## config.mk

```make
export PLATFORM = sky130hd
export DESIGN_NAME = icache_req_arbiter
export DESIGN_NICKNAME = d
export VERILOG_FILES = /design/src/rtl/icache_req_arbiter.sv
export SDC_FILE = /design/constraint.sdc
export NUM_CORES = 1
export LEC_CHECK = 0
export CORE_AREA = 2 2 163 165
export DETAILED_ROUTE_END_ITERATION = 7
export DIE_AREA = 0 0 165 167
export SLEW_MARGIN = 5
export SYNTH_ARGS = -nofsm -noshare
export SYNTH_HDL_FRONTEND = slang
export SYNTH_SLANG_ARGS = --single-unit
```

## constraint.sdc

```tcl
create_clock -name clk_i -period 5 [get_ports clk_i]
set_input_delay 0.75 -clock clk_i [delete_from_list [all_inputs] [get_ports clk_i]]
set_output_delay 0.75 -clock clk_i [all_outputs]
set_load 0.05 [all_outputs]
```

## src/rtl/icache_req_arbiter.sv

```systemverilog
// icache_req_arbiter
// Shares the single ICache request port between the fetch-stage demand
// requester and a next-line prefetcher. Tracks the one outstanding request,
// steers its response to the owner, sequences kill/drain on flush or on a
// demand that conflicts with an in-flight prefetch, and promotes an in-flight
// prefetch to the demand when both target the same 16-byte line.
// Build option: define ICACHE_ARB_PREFETCH_EN to enable the prefetch path.
// Without it pf_valid_i is ignored, pf_ready_o / pf_resp_valid_o and both
// statistics counters stay 0, and WAIT_PF is never entered.
module icache_req_arbiter #(
    parameter int VADDR_W = 40,
    parameter int LINE_W  = 128,
    parameter int CNT_W   = 16
) (
    input  logic               clk_i,
    input  logic               rstn_i,
    input  logic               dem_valid_i,
    input  logic [VADDR_W-1:0] dem_vaddr_i,
    output logic               dem_ready_o,
    output logic               dem_resp_valid_o,
    output logic [LINE_W-1:0]  dem_resp_data_o,
    output logic               dem_resp_xcpt_o,
    input  logic               pf_valid_i,
    input  logic [VADDR_W-1:0] pf_vaddr_i,
    output logic               pf_ready_o,
    output logic               pf_resp_valid_o,
    input  logic               flush_i,
    output logic               icache_req_valid_o,
    input  logic               icache_req_ready_i,
    output logic [VADDR_W-1:0] icache_req_vaddr_o,
    output logic               icache_req_kill_o,
    input  logic               icache_resp_valid_i,
    input  logic [LINE_W-1:0]  icache_resp_data_i,
    input  logic               icache_resp_xcpt_i,
    output logic [CNT_W-1:0]   pf_hit_cnt_o,
    output logic [CNT_W-1:0]   pf_drop_cnt_o
);

`ifdef ICACHE_ARB_PREFETCH_EN
    localparam logic PF_EN = 1'b1;
`else
    localparam logic PF_EN = 1'b0;
`endif

    localparam logic [1:0] S_IDLE     = 2'd0;
    localparam logic [1:0] S_WAIT_DEM = 2'd1;
    localparam logic [1:0] S_WAIT_PF  = 2'd2;
    localparam logic [1:0] S_DRAIN    = 2'd3;
    localparam int         LINE_AW    = VADDR_W - 4;

    logic [1:0]         r_state;
    logic [1:0]         w_state_next;
    logic [LINE_AW-1:0] r_line;
    logic [CNT_W-1:0]   r_pf_hit_cnt;
    logic [CNT_W-1:0]   r_pf_drop_cnt;

    logic w_in_wait;
    logic w_in_wait_pf;
    logic w_dem_line_match;
    logic w_promote;
    logic w_pf_mismatch_kill;
    logic w_flush_kill;
    logic w_resp_live;
    logic w_issue_window;
    logic w_issue_dem;
    logic w_issue_pf;
    logic w_accept;
    logic w_dem_resp;
    logic w_drop_inc;

    assign w_in_wait        = (r_state == S_WAIT_DEM) | (r_state == S_WAIT_PF);
    assign w_in_wait_pf     = PF_EN & (r_state == S_WAIT_PF);
    assign w_dem_line_match = (dem_vaddr_i[VADDR_W-1:4] == r_line);

    // Flush outranks both promotion and response delivery.
    assign w_promote          = w_in_wait_pf & ~flush_i & dem_valid_i & w_dem_line_match;
    assign w_pf_mismatch_kill = w_in_wait_pf & ~flush_i & dem_valid_i & ~w_dem_line_match
                                & ~icache_resp_valid_i;
    assign w_flush_kill       = w_in_wait & flush_i;
    assign w_resp_live        = w_in_wait & icache_resp_valid_i & ~flush_i;

    // A new request may go out when idle or when the outstanding one completes
    // this cycle. A promoted demand is already served, so only a prefetch may
    // follow it in that cycle.
    assign w_issue_window = ((r_state == S_IDLE) & ~flush_i) | w_resp_live;
    assign w_issue_dem    = w_issue_window & dem_valid_i & ~w_promote;
    assign w_issue_pf     = w_issue_window & PF_EN & pf_valid_i & ~w_issue_dem;
    assign w_accept       = (w_issue_dem | w_issue_pf) & icache_req_ready_i;

    assign icache_req_valid_o = w_issue_dem | w_issue_pf;
    assign icache_req_vaddr_o = w_issue_dem ? dem_vaddr_i :
                                (w_issue_pf ? pf_vaddr_i : '0);
    assign icache_req_kill_o  = w_flush_kill | w_pf_mismatch_kill;

    assign dem_ready_o = (w_issue_dem & icache_req_ready_i) | w_promote;
    assign pf_ready_o  = w_issue_pf & icache_req_ready_i;

    assign w_dem_resp       = w_resp_live & ((r_state == S_WAIT_DEM) | w_promote);
    assign dem_resp_valid_o = w_dem_resp;
    assign dem_resp_data_o  = w_dem_resp ? icache_resp_data_i : '0;
    assign dem_resp_xcpt_o  = w_dem_resp & icache_resp_xcpt_i;
    assign pf_resp_valid_o  = w_resp_live & w_in_wait_pf & ~w_promote;

    assign w_drop_inc    = w_pf_mismatch_kill | (w_in_wait_pf & flush_i);
    assign pf_hit_cnt_o  = r_pf_hit_cnt;
    assign pf_drop_cnt_o = r_pf_drop_cnt;

    // Next-state selection; an accepted issue overrides the completion path.
    always_comb begin
        w_state_next = r_state;
        case (r_state)
            S_WAIT_DEM, S_WAIT_PF: begin
                if (flush_i) begin
                    w_state_next = icache_resp_valid_i ? S_IDLE : S_DRAIN;
                end else if (icache_resp_valid_i) begin
                    w_state_next = S_IDLE;
                end else if (w_promote) begin
                    w_state_next = S_WAIT_DEM;
                end else if (w_pf_mismatch_kill) begin
                    w_state_next = S_DRAIN;
                end
            end
            S_DRAIN: begin
                if (icache_resp_valid_i) begin
                    w_state_next = S_IDLE;
                end
            end
            default: w_state_next = S_IDLE;
        endcase
        if (w_accept) begin
            w_state_next = w_issue_dem ? S_WAIT_DEM : S_WAIT_PF;
        end
    end

    // State and outstanding line address.
    always_ff @(posedge clk_i or negedge rstn_i) begin
        if (!rstn_i) begin
            r_state <= S_IDLE;
            r_line  <= '0;
        end else begin
            r_state <= w_state_next;
            if (w_accept) begin
                r_line <= icache_req_vaddr_o[VADDR_W-1:4];
            end
        end
    end

    // Saturating prefetch statistics.
    always_ff @(posedge clk_i or negedge rstn_i) begin
        if (!rstn_i) begin
            r_pf_hit_cnt  <= '0;
            r_pf_drop_cnt <= '0;
        end else begin
            if (w_promote && (r_pf_hit_cnt != {CNT_W{1'b1}})) begin
                r_pf_hit_cnt <= r_pf_hit_cnt + 1'b1;
            end
            if (w_drop_inc && (r_pf_drop_cnt != {CNT_W{1'b1}})) begin
                r_pf_drop_cnt <= r_pf_drop_cnt + 1'b1;
            end
        end
    end

endmodule

```

; ---- Word level (Yosys, flattened, before mapping)
; Cells that the tools add are included.
; W data, S select, Z words.
[totals]
output_inout_bits = 207
inputBits = 216
elab_cells = 25
reg_bits = 2
[op_classes]
n_reduce_logical = 2
n_mux = 8
bitwise = 11
eq_ne = 3
[op_table]
columns = op, n
row1 = $mux W128, 1
row2 = $mux W40, 1
row3 = $mux W2, 5
row4 = $and A1 B1 Y1, 8
row5 = $eq A2 B2 Y1 const B, 2
row6 = $pmux W2 S2, 1
row7 = $eq A2 B1 Y1 const B, 1
row8 = $logic_not A2 Y1, 1
row9 = $or A1 B1 Y1, 2
row10 = $reduce_or A2 Y1, 1
row11 = $not A1 Y1, 1

; ---- Logic depth before layout (Yosys ltp)
[logic_depth]
word_depth = 8
ltp_mapped = 6
depth_no_buf = 5

; ---- Worst setup path before layout
; No wires, ideal clock.
[synth_timing]
path_kind = register -> output
from = reg r_state[0]
to = out icache_req_vaddr_o[30]
setup_slack_ps = 2311
path_stages_with_launch = 7
arrival_ps = 1939
required_time_ps = 4250
path_buffers = 1
cell_sequence = dfrtp_1 inv_1 ha_1 a21oi_2 nor3b_4 buf_2 and2_1
[synth_between]
elab_chain_len = 7
word_cells_on_any_way = 10
cone_classes = eq/ne (2) / mux (1) / bitwise (6) / reduce/logical (1)
[synth_rtl]
columns = item, line
row1 = from (decl), 51  ; logic [1:0] r_state;
row2 = from (signal assigned), 141  ; r_state <= w_state_next;
row3 = $eq A2 B1 Y1 or $eq A2 B2 Y1 (tied branches), 71  ; assign w_in_wait = (r_state == S_WAIT_DEM) | (r_state == S_WAIT_PF);
row4 = $or A1 B1 Y1, 71
row5 = $and A1 B1 Y1 (2 in series), 80  ; assign w_resp_live = w_in_wait & icache_resp_valid_i & ~flush_i;
row6 = $or A1 B1 Y1 *, 85  ; assign w_issue_window = ((r_state == S_IDLE) & ~flush_i) | w_resp_live;
row7 = $and A1 B1 Y1 *, 86  ; assign w_issue_dem = w_issue_window & dem_valid_i & ~w_promote;
row8 = named net icache_req_valid_o, 28  ; output logic icache_req_valid_o,
row9 = $mux W40 *, 91  ; assign icache_req_vaddr_o = w_issue_dem ? dem_vaddr_i :
row10 = to (decl), 30  ; output logic [VADDR_W-1:0] icache_req_vaddr_o,
; The timed path passes the listed nets; every way through them passes the cells marked *.

; ---- Worst setup path in the final report
[layout_timing]
from = in flush_i
to = out dem_resp_data_o[48]
[layout_between]
elab_chain_len = 4
[layout_rtl]
columns = item, line
row1 = from (decl), 27  ; input logic flush_i,
row2 = $not A1 Y1, 80
row3 = $and A1 B1 Y1, 80
row4 = $and A1 B1 Y1, 98  ; assign w_dem_resp = w_resp_live & ((r_state == S_WAIT_DEM) | w_promote);
row5 = $mux W128, 100  ; assign dem_resp_data_o = w_dem_resp ? icache_resp_data_i : '0;
row6 = to (decl), 21  ; output logic [LINE_W-1:0] dem_resp_data_o,
; Every way passes these cells.

==> impl_metrics.toml <==
[sta]
post-route-min-period_ns = 4.04
maxSlewHeadroom_pct = 62.4
hold_slack_ns = 0.675
fin_crit_sh_pct = 80.8
setup_viol_count_final = 0
timing.final.hold_violations = 0
maxSlewViolCount = 0
grt_setup_unrepaired = "no"
finClkSkew_ns = 0.000401
worst-slew-pin-transition_ns = 0.563
finalSetupTns_ns = 0
max_clock_freq_mhz = 248

[global_routing]
pin_count_of_the_biggest_net_entering_global_routing = 57
grt_usage_pct = 7.72
first_global_vias = 2825
antenna_found_initial = 5
grt_pass1_wl_mm = 16.0
grt.overflow.total = 0

[place]
dpl.hpwl_mm = 11.1
detailed_place.area_um2 = 5320
count_of_input_and_output_buffers = 347
routabilityCongestion = 0.730

[logic_synthesis]
top_post_synthesis_cells_by_count = "sky130_fd_sc_hd__and2_1, sky130_fd_sc_hd__buf_4, sky130_fd_sc_hd__buf_6"
synth_area_leader_cell = "sky130_fd_sc_hd__and2_1"
synth.yosys.seq_area_share_pct = 2.99
netlist_area_um2 = 1680
synth-seq-cells = 2
yosys-top-cells-area = "sky130_fd_sc_hd__and2_1, sky130_fd_sc_hd__buf_4, sky130_fd_sc_hd__buf_6"
synth_async_sr_flop_share_pct = 100
synth_enable_flop_cells = 0
yosys.cell_types.count = 20
synthMostInstantiatedCell = "sky130_fd_sc_hd__and2_1"
synth-warning-count = 0
post_synth.cell_area_avg_um2 = 6.92
synthFlopType = "sky130_fd_sc_hd__dfrtp_1"
synth_largest_type_area_fraction_pct = 63.9
netlist_instances = 242

[route]
vias = 2767
dr.pass1.iters = 4
drcViolationCount = 0
antenna_violating_nets_post_route = 0
vias_per_cell = 3.03
post_drt_wl_per_cell_um = 13.1
wl_mm = 12.0
first_iter_violations = 28

[clock_network]
post_cts_hold_buffer_count = 0
cts.repair.resized = 0
worstSkewPairLatency_ns = 0.22
clkSlewWorstSetupHoldPaths_ns = 0.03
clock_sinks = 2
cts_tree = "done"
h-tree-depth = 1
cts-root-buf = "sky130_fd_sc_hd__clkbuf_16"
cts-root-to-sink-buffers = 2
post_cts.repair.setup_buffers = 0
cts_buffers = 3

[critical_path]
critical_path.startpoint_type = "input pin"
worst-r2r-setup-slack_ns = 3.09
critPathLaunch = "flush_i"
crit-reg2reg-launch = "r_state[0]$_DFF_PN0_"
worst_setup_path_endpoint = "dem_resp_data_o[48]"
critPathMaxFanout = 44
critPathCaptureType = "output pin"
worst_r2r_path_depth = 6
critical_path_required_ns = 4.25
cp.arrival_ns = 3.29
reg2reg_to = "r_state[1]$_DFF_PN0_"
timing.setup.critical_path_class = "input pin to output pin"

[hold_path]
class_of_the_tightest_hold_or_removal_check = "flop to flop"
whs_path_depth = 2

[finish]
layout-drive-gt1-share_pct = 1.56
final_nets = 798
biggest_registers_after_layout = "r_state x2"
area.growth.synth_to_final_pct = 222
max_ffs_per_register = 2
final_cell_area_um2 = 5400
largest-register = "r_state"

[power]
p_leak_uw = 0.00203
cellPowerDensity_nw_per_um2 = 82.4
power.ir.vdd_worst_mv = 0.137

[floorplan]
initial_core_util_pct = 6.50
fp.dieW_um = 165
chipHeight_um = 167
rows = 59
placeableCoreArea_um2 = 25800
die_ar_um2 = 27600
boundaryPins = 423

[job]
drv_cap = 0

[outcome]
status = "completed"
-- layout by cell type, fill, tap and decap left out, drive strengths merged, types with 2 or more instances in the layout --
cell,count
and2,171
ha,4
clkdlybuf4s50,347
inv,2
diode,3
a21oi,2
conb,34
dfrtp,2
buf,3
clkbuf,3
-- worst min-delay path by stage --
| stage | slack (ns) | startpoint | end |
|---|---|---|---|
| after floorplan | 0.45 | rstn_i | r_state[0]$_DFF_PN0_ |
| after global placement | 0.65 | r_state[1]$_DFF_PN0_ | r_state[1]$_DFF_PN0_ |
| after detailed placement | 0.68 | r_state[1]$_DFF_PN0_ | r_state[1]$_DFF_PN0_ |
| after CTS | 0.68 | r_state[1]$_DFF_PN0_ | r_state[1]$_DFF_PN0_ |
| after global routing | 0.70 | rstn_i | r_state[0]$_DFF_PN0_ |
| final | 0.67 | r_state[1]$_DFF_PN0_ | r_state[1]$_DFF_PN0_ |
-- per-stage QoR --
step	total power, µW	instances	utilization [%]	worst slack, ns
6_report	445	914	21.0	0.961
5_1_grt	464	913	21.0	0.751
4_1_cts	450	911	20.9	0.884
3_5_place_dp	325	908	20.6	0.887
3_3_place_gp	324	908	20.6	0.893
2_1_floorplan	173	275	-	2.31
-- power by group --
group	switching, µW	total (µW)	internal [µW]
sequential	0.545	17.2	16.7
clock	19.7	122	102
combinational	152	306	154
total	172	445	273
-- kinds of logic after synthesis --
group	Yosys count	synth area share, %
and+or+nand+nor	174	65.8
buffers and inverters	54	25.0
AOI/OAI and AO/OA	7	2.99
adders and majority gates	4	2.99
DFF	2	2.99
other	1	0.224
-- worst max-delay path: stages --
cell	delay [ns]
sky130_fd_sc_hd__clkdlybuf4s50_1	0.51
sky130_fd_sc_hd__and4b_4	0.67
sky130_fd_sc_hd__buf_4	0.33
sky130_fd_sc_hd__and2_1	0.18
sky130_fd_sc_hd__clkdlybuf4s50_1	0.81
-- cell type report --
| type | count | area (µm²) |
|---|---|---|
| fillers | 2873 | 20400 |
| clock buffers | 3 | 75.1 |
| inverters | 2 | 7.51 |
| well taps | 335 | 419 |
| diodes | 3 | 7.51 |
| flip-flops and latches | 2 | 50.0 |
| repair buffers | 350 | 3510 |
| multi-input cells | 219 | 1330 |
-- routing by layer --
layer  global-route usage (%)  routed length [µm]  share of wire, %  up-vias
met5                        0                  13              0.11        -
met3                     3.39                1810                15        9
li1                         -                   -                 -     1324
met2                     16.2                6430                54      251
met1                     6.40                3630                30     1181
met4                     1.59                 100              0.83        2
Power figures use the tool's default switching activity.
